$ cat src/rtl/cdb_pkg.sv
// Shared completion-bus definitions: source indices, result entry layout and
// round-robin pointer helper used by the CDB arbiter, ROB and execution units.
package cdb_pkg;

  localparam int unsigned SRC_ALU = 0;
  localparam int unsigned SRC_MUL = 1;
  localparam int unsigned SRC_DIV = 2;
  localparam int unsigned SRC_BR  = 3;
  localparam int unsigned SRC_LS  = 4;

  localparam int unsigned CDB_MAX_SRC = 8;
  localparam int unsigned CDB_SRC_W   = 3;
  localparam int unsigned CDB_DATA_W  = 32;
  localparam int unsigned CDB_TAG_W   = 32;

  typedef struct packed {
    logic                  exc;
    logic [CDB_TAG_W-1:0]  tag;
    logic [CDB_DATA_W-1:0] value;
  } cdb_entry_t;

  function automatic logic [CDB_SRC_W-1:0] rr_next(input logic [CDB_SRC_W-1:0] cur,
                                                   input int unsigned num_src);
    if (32'(cur) + 1 >= num_src) return '0;
    return cur + 1'b1;
  endfunction

endpackage

$ cat src/rtl/cdb_src_fifo.sv
// Per-source result queue: power-of-two depth, flushable, with ready derived
// only from the registered count so grant never feeds back into ready.
module cdb_src_fifo #(
  parameter int unsigned DEPTH = 2,
  parameter int unsigned WIDTH = 65,
  parameter int unsigned CNT_W = $clog2(DEPTH + 1)
) (
  input  logic             clk,
  input  logic             rst,
  input  logic             flush,
  input  logic             push,
  input  logic             pop,
  input  logic [WIDTH-1:0] wdata,
  output logic [WIDTH-1:0] rdata,
  output logic [CNT_W-1:0] count,
  output logic             ready
);

  localparam int unsigned PTR_W = (DEPTH > 1) ? $clog2(DEPTH) : 1;

  if (DEPTH < 2 || (DEPTH & (DEPTH - 1)) != 0) begin : g_bad_depth
    $error("cdb_src_fifo: DEPTH must be a power of two and at least 2");
  end

  logic [WIDTH-1:0] mem [DEPTH];
  logic [PTR_W-1:0] wr_ptr, rd_ptr;
  logic             do_push, do_pop;

  assign ready   = (count != CNT_W'(DEPTH));
  assign do_push = push && ready && !flush;
  assign do_pop  = pop && (count != '0) && !flush;
  assign rdata   = mem[rd_ptr];

  always_ff @(posedge clk) begin
    if (do_push) mem[wr_ptr] <= wdata;
  end

  always_ff @(posedge clk or posedge rst) begin
    if (rst) begin
      wr_ptr <= '0;
      rd_ptr <= '0;
      count  <= '0;
    end else if (flush) begin
      wr_ptr <= '0;
      rd_ptr <= '0;
      count  <= '0;
    end else begin
      if (do_push) wr_ptr <= wr_ptr + 1'b1;
      if (do_pop)  rd_ptr <= rd_ptr + 1'b1;
      case ({do_push, do_pop})
        2'b10:   count <= count + 1'b1;
        2'b01:   count <= count - 1'b1;
        default: count <= count;
      endcase
    end
  end

endmodule

$ cat src/rtl/cdb_arbiter.sv
// Serializes completed results from the execution units onto a single
// registered, flushable CDB write port using round-robin arbitration.
module cdb_arbiter
  import cdb_pkg::*;
#(
  parameter int unsigned NUM_SRC = 5,
  parameter int unsigned DATA_W  = 32,
  parameter int unsigned TAG_W   = 32,
  parameter int unsigned DEPTH   = 2
) (
  input  logic                      clk,
  input  logic                      rst,
  input  logic                      flush,
  input  logic [NUM_SRC-1:0]        in_valid,
  output logic [NUM_SRC-1:0]        in_ready,
  input  logic [NUM_SRC*DATA_W-1:0] in_value,
  input  logic [NUM_SRC*TAG_W-1:0]  in_tag,
  input  logic [NUM_SRC-1:0]        in_exc,
  input  logic                      cdb_stall,
  output logic                      cdb_valid,
  output logic [DATA_W-1:0]         cdb_value,
  output logic [TAG_W-1:0]          cdb_tag,
  output logic                      cdb_exc,
  output logic [CDB_SRC_W-1:0]      cdb_src,
  output logic [NUM_SRC*2-1:0]      occupancy
);

  localparam int unsigned ENT_W = 1 + TAG_W + DATA_W;
  localparam int unsigned CNT_W = $clog2(DEPTH + 1);

  if (NUM_SRC == 0 || NUM_SRC > CDB_MAX_SRC) begin : g_bad_num_src
    $error("cdb_arbiter: NUM_SRC must be 1..8 to fit the 3-bit cdb_src");
  end
  if (CNT_W > 2) begin : g_bad_depth
    $error("cdb_arbiter: DEPTH too large for the 2-bit per-source occupancy field");
  end

  logic [NUM_SRC-1:0]     eligible;
  logic [NUM_SRC-1:0]     pop;
  logic [ENT_W-1:0]       heads  [NUM_SRC];
  logic [CNT_W-1:0]       counts [NUM_SRC];
  logic [CDB_MAX_SRC-1:0] eligible_ext;
  logic [CDB_SRC_W-1:0]   rr_ptr;
  logic [CDB_SRC_W-1:0]   grant_idx;
  logic [CDB_SRC_W-1:0]   scan_idx;
  logic                   grant_found;
  logic [ENT_W-1:0]       grant_entry;

  for (genvar s = 0; s < NUM_SRC; s++) begin : g_src
    cdb_src_fifo #(
      .DEPTH (DEPTH),
      .WIDTH (ENT_W),
      .CNT_W (CNT_W)
    ) u_fifo (
      .clk   (clk),
      .rst   (rst),
      .flush (flush),
      .push  (in_valid[s]),
      .pop   (pop[s]),
      .wdata ({in_exc[s], in_tag[s*TAG_W +: TAG_W], in_value[s*DATA_W +: DATA_W]}),
      .rdata (heads[s]),
      .count (counts[s]),
      .ready (in_ready[s])
    );

    assign eligible[s]           = (counts[s] != '0);
    assign pop[s]                = grant_found && (grant_idx == CDB_SRC_W'(s));
    assign occupancy[s*2 +: 2]   = 2'(counts[s]);
  end

  // Index into a zero-padded 8-wide vector so the 3-bit scan index is legal for any NUM_SRC.
  always_comb begin
    eligible_ext                = '0;
    eligible_ext[NUM_SRC-1:0]   = eligible;
    grant_found                 = 1'b0;
    grant_idx                   = '0;
    scan_idx                    = '0;
    for (int unsigned i = 0; i < NUM_SRC; i++) begin
      scan_idx = CDB_SRC_W'((32'(rr_ptr) + i) % NUM_SRC);
      if (!grant_found && eligible_ext[scan_idx]) begin
        grant_found = 1'b1;
        grant_idx   = scan_idx;
      end
    end
    if (cdb_stall || flush) grant_found = 1'b0;
  end

  always_comb begin
    grant_entry = '0;
    for (int unsigned s = 0; s < NUM_SRC; s++) begin
      if (grant_idx == CDB_SRC_W'(s)) grant_entry = heads[s];
    end
  end

  always_ff @(posedge clk or posedge rst) begin
    if (rst) begin
      rr_ptr    <= '0;
      cdb_valid <= 1'b0;
      cdb_value <= '0;
      cdb_tag   <= '0;
      cdb_exc   <= 1'b0;
      cdb_src   <= '0;
    end else if (grant_found) begin
      rr_ptr    <= rr_next(grant_idx, NUM_SRC);
      cdb_valid <= 1'b1;
      cdb_value <= grant_entry[DATA_W-1:0];
      cdb_tag   <= grant_entry[DATA_W +: TAG_W];
      cdb_exc   <= grant_entry[ENT_W-1];
      cdb_src   <= grant_idx;
    end else begin
      cdb_valid <= 1'b0;
    end
  end

endmodule

$ cat config.mk
export PLATFORM = sky130hd
export DESIGN_NAME = cdb_arbiter
export DESIGN_NICKNAME = d
export VERILOG_FILES = /design/src/rtl/cdb_pkg.sv /design/src/rtl/cdb_src_fifo.sv /design/src/rtl/cdb_arbiter.sv
export SDC_FILE = /design/constraint.sdc
export NUM_CORES = 1
export LEC_CHECK = 0
export CAP_MARGIN = 5
export CORE_MARGIN = 2
export CORE_UTILIZATION = 55
export DETAILED_ROUTE_END_ITERATION = 10
export PLACE_DENSITY = 0.88
export SLEW_MARGIN = 20
export SYNTH_ARGS = -nofsm -noshare
export SYNTH_HDL_FRONTEND = slang
export SYNTH_SLANG_ARGS = --single-unit
$ cat constraint.sdc
create_clock -name clk -period 7.4 [get_ports clk]
set_input_delay 1.48 -clock clk [delete_from_list [all_inputs] [get_ports clk]]
set_output_delay 1.48 -clock clk [all_outputs]
set_load 0.005 [all_outputs]
* After elaboration in Yosys (flattened, before gate mapping) *
Memory sizes are Yosys's and may differ from the RTL's.
Index checks and enable logic that the tools add are counted.

word-level totals
  bits in writable memories = 650
  word-level logic and storage cells = 209
  memories = 5
  bits of input ports = 334
  output and inout port bits = 84
  bits in registers = 92

memory list
  name                 words  width  read ports  clocked after memory_dff  wr ports  RTL line            RTL
  g_src[0].u_fifo.mem  2      65     1           0                         1         cdb_src_fifo.sv:25  logic [WIDTH-1:0] mem [DEPTH];
  g_src[1].u_fifo.mem  2      65     1           0                         1         cdb_src_fifo.sv:25
  g_src[2].u_fifo.mem  2      65     1           0                         1         cdb_src_fifo.sv:25
  g_src[3].u_fifo.mem  2      65     1           0                         1         cdb_src_fifo.sv:25
  g_src[4].u_fifo.mem  2      65     1           0                         1         cdb_src_fifo.sv:25

operators by class
  div/mod/pow operators = 5
  $lt $le $gt $ge = 6
  mux-type cells = 71
  add/sub/neg operators = 26
  reductions and logical operators = 56
  equality and inequality tests = 19

operators by type and width
  operator                                                           number
  2-to-1 mux 65 bit                                                  5
  remainder unit 32 x 3 -> 32 bit, second input constant             4
  2-to-1 mux 1 bit                                                   44
  remainder unit 3 x 3 -> 32 bit, second input constant              1
  nonzero test 2 bit                                                 15
  logical AND 1 bit                                                  29
  2-to-1 mux 3 bit                                                   7
  < comparator 3 x 4 -> 1 bit, second input constant                 5
  one-hot mux 2 bit (2 select lines)                                 5
  binary-select mux 1 bit (select 3 bit)                             5
  nonzero test 3 bit                                                 5
  adder 1 bit, second input constant                                 10
  adder 2 x 1 -> 2 bit, second input constant                        5
  equality test 2 x 1 -> 1 bit, second input constant                5
  equality test 2 bit, second input constant                         5
  2-to-1 mux 2 bit                                                   5
  inequality test 2 bit, second input constant                       5
  subtractor 2 x 1 -> 2 bit, second input constant                   5
  adder 3 x 1 -> 4 bit, second input constant                        2
  adder 3 x 2 -> 4 bit, second input constant                        2
  equality test 3 x 2 -> 1 bit, second input constant                2
  zero test 1 bit                                                    5
  adder 3 x 3 -> 4 bit, second input constant                        1
  greater-or-equal comparator 4 x 3 -> 1 bit, second input constant  1
  5 further kinds                                                    5

* Depth between registers and ports, before layout *
  depth after elaboration = 23
  depth in mapped cells = 30
  mapped depth without buffers = 25

* By module *
Synthesis repeated with hierarchy kept, for this count alone.

second synthesis, totals
  cell total of the unflattened synthesis = 2,010
  area total of the unflattened synthesis = 31,406.4 µm²

modules (own cells, without submodules)
  module        cells each  area each (µm²)  seq. area each (µm²)  times used
  cdb_src_fifo  228         4,929.7          4,003.8               5
  cdb_arbiter   870         6,757.7          1,801.7               1

* Least setup slack after synthesis *
OpenSTA, ideal clock, no wires.

  kind = input to register
  from = in flush
  to = mem g_src[0].u_fifo.mem[1][0] (enable)
  stages on the path = 3
  data arrival time = 6.634 ns
  library setup time = 0.582 ns
  slack = 0.185 ns
  required time = 6.818 ns
  path buffers = 2
  cell sequence = clkbuf_1 clkbuf_1 nor3b_1

on the way
  longest elaborated chain between the ends = 4

RTL lines
  what                                    RTL line            RTL
  from (decl)                             cdb_arbiter.sv:13   input logic flush,
  zero test 1 bit                         cdb_src_fifo.sv:30  assign do_push = push && ready && !flush;
  logical AND 1 bit                       cdb_src_fifo.sv:30
  2-to-1 mux 1 bit                        cdb_src_fifo.sv:35  if (do_push) mem[wr_ptr] <= wdata;
  2-to-1 mux 1 bit (not written as such)  cdb_src_fifo.sv:35
  to (decl)                               cdb_src_fifo.sv:25

Every way passes these cells.

* Worst setup path after layout *
  from = reg rr_ptr[1]
  to = reg cdb_value[10]

on the way
  longest elaborated chain between the ends = 22
  elaborated cells on any way between the ends = 48
  classes of those cells = add/sub: 4; div: 5; eq/ne: 4; mux: 26; reduce/logical: 9

RTL lines
  what                                                                                      RTL line            RTL
  from (decl)                                                                               cdb_arbiter.sv:43   logic [CDB_SRC_W-1:0] rr_ptr;
  from (signal assigned)                                                                    cdb_arbiter.sv:104  rr_ptr <= rr_next(grant_idx, NUM_SRC);
  parallel branches: the longest is 22 deep, another holds remainder unit 32 x 3 -> 32 bit  n/a
  to (signal assigned)                                                                      cdb_arbiter.sv:106  cdb_value <= grant_entry[DATA_W-1:0];
  to (decl)                                                                                 cdb_arbiter.sv:21   output logic [DATA_W-1:0] cdb_value,

Parallel ways; which one is timed is not known. The select of a mux whose other input is x is not followed.
A chain may end at the register's enable or synchronous reset.

==> results by group <==
GRT
  • Largest net degree at the start of global routing: 95
  • Remaining global-route overflow: 0
  • Gr usage total: 0.309
  • Initial antenna violation count: 30
  • Vias in the first global route: around 21000
  • First-pass GRT wire length: 131000 um

Setup path
  • Crit path DAT: between 7 and 8 ns
  • Critical-path top delay cell: dfrtp_1
  • Crit path cell chain: inv_1 > ha_1 > inv_1 > ha_1 > inv_1 > ha_1 > or3_4 > a21o_1 > and2_4 > a211oi_2 > o22ai_1 > a211o_1 > a221oi_4 > o21a_1 > inv_1 > ha_1 > a31o_2 > o22ai_4 > buf_4 > a211oi_1 > o31ai_1
  • Crit Path Max Fanout: a little over 40
  • Peak per-stage delay on the critical path: 0.55 ns
  • Critical Path Source Type: flip-flop
  • CP required: approximately 7.9 ns
  • Kind of critical path: flip-flop to flip-flop
  • Setup crit end kind: flip-flop

Synth
  • Yosys top cell by area: edfxtp_1
  • Synthesized netlist net count: roughly 2500
  • Largest cells by area after synthesis: edfxtp_1 63%, dfrtp_1 7.4%, mux2i_1 6.6%
  • Cells after synthesis: 2098
  • FFs w/ async S/R, synth: 0.124
  • Yosys warns: 0
  • Synth Cell Area: a little over 30000 um^2
  • Top FF cell, synth: edfxtp_1
  • Post-synthesis sequential area ratio: 0.705
  • Top-count cell post-synth: edfxtp_1
  • Number of flops mapped to enable cells by yosys: between 600 and 700
  • #FFs+latches synth: about 740
  • Distinct cells, synth: a little under 70
  • Top cells by count, synth: 650 x edfxtp_1, 205 x mux2i_1, 198 x a211oi_1, 154 x nor2_1, 105 x nand2_1
  • Syn_area_per_cell: about 15 um^2
  • Yosys top cell area share: 0.631

Drt
  • Routed WL per cell: about 27 um
  • Via count: between 20000 and 25000
  • Number of nets with antenna violations after routing: 0
  • Vias per cell: 6.24
  • Routed WL: ~90000 um
  • Total iterations of the first detailed-routing run: 5
  • Initial DRC count: ~2200
  • DRC Markers: 0

Floorplan
  • Die Span Y: roughly 240 um
  • Core area: between 50000 and 60000 um^2
  • # IOs: 418
  • Starting Density: 0.559
  • Row cnt: 86
  • Die Wd: ~240 um
  • Full die area: approximately 58000 um^2

CTS
  • Skew-Pair Late Insertion Delay: 0.62 ns
  • CTS root buf: clkbuf_16
  • Hold-fix buffers, CTS: 0
  • CTS resizes: 0
  • Clock Tree Buf Depth: 3
  • CTS H-Tree Depth: 3
  • Worst-path clk slew: approximately 0.060 ns
  • CTS tree: built
  • Post-CTS Setup Bufs: 0
  • Clock buffer count from CTS: 74
  • # clock sinks: about 740

Final layout
  • Register area: about 22000 um^2
  • Fin nets: ~2800
  • Area of the multi-input gates: around 8500 um^2
  • FILL cells: approximately 3500
  • Area Overhead vs Synth: 23.8%
  • Layout cells sized above 1: 0.0962

STA
  • Shortest period the worst path allows: 6.83 ns
  • Setup_tns: 0 ns
  • Pins Over Slew Limit: 0
  • Clk_skew: 0.0249 ns
  • Setup-failing EPs final: 0
  • Peak Freq: between 100 and 150 MHz
  • RSZ-0062 raised after global routing: no
  • Final Hold Fails: 0
  • Slew headroom: 0.250
  • Slew of the pin with the lowest slew margin: ~1.1 ns
  • Crit share post-route: 0.923

Hold path
  • Hold Path Class: flip-flop to flip-flop

Outcome
  • Status: finished clean

Run
  • Total of max-cap violations: 0

Placement
  • Buffers on Ports: around 420
  • Post-DP HPWL: 57600 um
  • RePlAce Congestion: about 0.93
[routing by layer]
metal / global-route usage / vias to the layer above / share of wire
li1: - / 8880 / -
met5: 0 / - / 0.0017
met3: 0.0781 / 253 / 0.099
met4: 0.157 / 22 / 0.041
met1: 0.381 / 10200 / 0.36
met2: 0.509 / 1319 / 0.50
[stage by stage]
stage | instance area [um^2] | setup slack, ns | hold WS (ns) | cells | util
finish | 38300 | 0.567 | 0.475 | 3316 | 0.691
global route | 38300 | 0.0849 | 0.506 | 3310 | 0.691
CTS | 38200 | 0.577 | 0.478 | 3293 | 0.690
detailed placement | 36000 | 0.616 | 0.465 | 3161 | 0.649
global placement | 35900 | 0.851 | 0.468 | 3161 | 0.649
floorplan | 30900 | 0.185 | 0.473 | 2098 | -
[logic make-up after synthesis]
family,count (synthesis),synth area share
mux,277,0.0929
buf+inv,167,0.0230
fa+ha+maj,21,0.00849
xor+xnor,11,0.00311
simple gates,427,0.0658
compound gates,453,0.102
flops,742,0.705
[path summary, 6_finish.rpt]
kind	startpoint	end	cells after the start	slack, ns
max	rr_ptr[1]	cdb_value[10]	21	0.57
min	cdb_value[19]	cdb_value[19]	2	0.47
max reg2reg	rr_ptr[1]	cdb_value[10]	21	0.57
min reg2reg	cdb_value[19]	cdb_value[19]	2	0.47
max in group asynchronous	rst	g_src[3].u_fifo.rd_ptr	3	4.72
min in group asynchronous	rst	cdb_tag[21]	2	1.35
[critical path, delay by kind of cell, from the launching register on]
kind,cells,cell delay [ns]
AOI/OAI and AO/OA,10,3.07
DFF,1,0.55
and+or+nand+nor,2,0.53
adders and majority gates,4,1.30
buffers and inverters,5,1.23
[cell type report]
class                           count  share of cell area
Sequential cell                   742               0.570
Multi-Input combinational cell   1189               0.223
Timing Repair Buffer              461               0.119
Clock buffer                      114              0.0533
Tap cell                          748              0.0244
Clock inverter                     18             0.00647
Inverter                           22             0.00229
Antenna cell                       22             0.00144
[cells in the final DEF, fill, tap and decap left out, types with 5 or more instances in the layout]
master / Yosys / routed
ha_1: 21 / 19
or3_1: 5 / 5
nor3b_2: 0 / 5
a21o_1: 5 / 5
inv_1: 20 / 18
o21a_1: 5 / 5
dfrtp_1: 92 / 87
nor2b_1: 75 / 75
o21ai_0: 27 / 27
edfxtp_1: 650 / 650
buf_12: 0 / 5
nor2_1: 154 / 154
a211oi_1: 198 / 198
dfrtp_4: 0 / 5
a21oi_1: 92 / 92
xor2_1: 6 / 6
nand3b_1: 6 / 6
o211ai_1: 8 / 8
nand3_1: 9 / 9
nand2b_1: 18 / 17
diode_2: 0 / 22
nor3_2: 0 / 5
clkbuf_1: 99 / 36
mux2i_1: 205 / 205
clkdlybuf4s50_1: 0 / 417
a211o_1: 7 / 7
nor3_1: 22 / 17
mux2_2: 69 / 69
clkinv_1: 1 / 6
o31ai_1: 74 / 74
buf_4: 14 / 38
xnor2_1: 5 / 5
a31oi_1: 9 / 9
clkbuf_16: 0 / 74
bufinv_16: 0 / 5
nand2_1: 105 / 105
[sequential cells by signal (all words and copies together), names as in the netlist]
signal               cells
g_src.u_fifo.wr_ptr      5
cdb_valid                1
cdb_exc                  1
g_src.u_fifo.rd_ptr      5
cdb_src                  3
g_src.u_fifo.mem       650
cdb_value               32
g_src.u_fifo.count      10
cdb_tag                 32
rr_ptr                   3
Power is left out: the tool's default activity adds up to more than one toggle a clock period on the data nets, which glitch-free logic cannot reach.
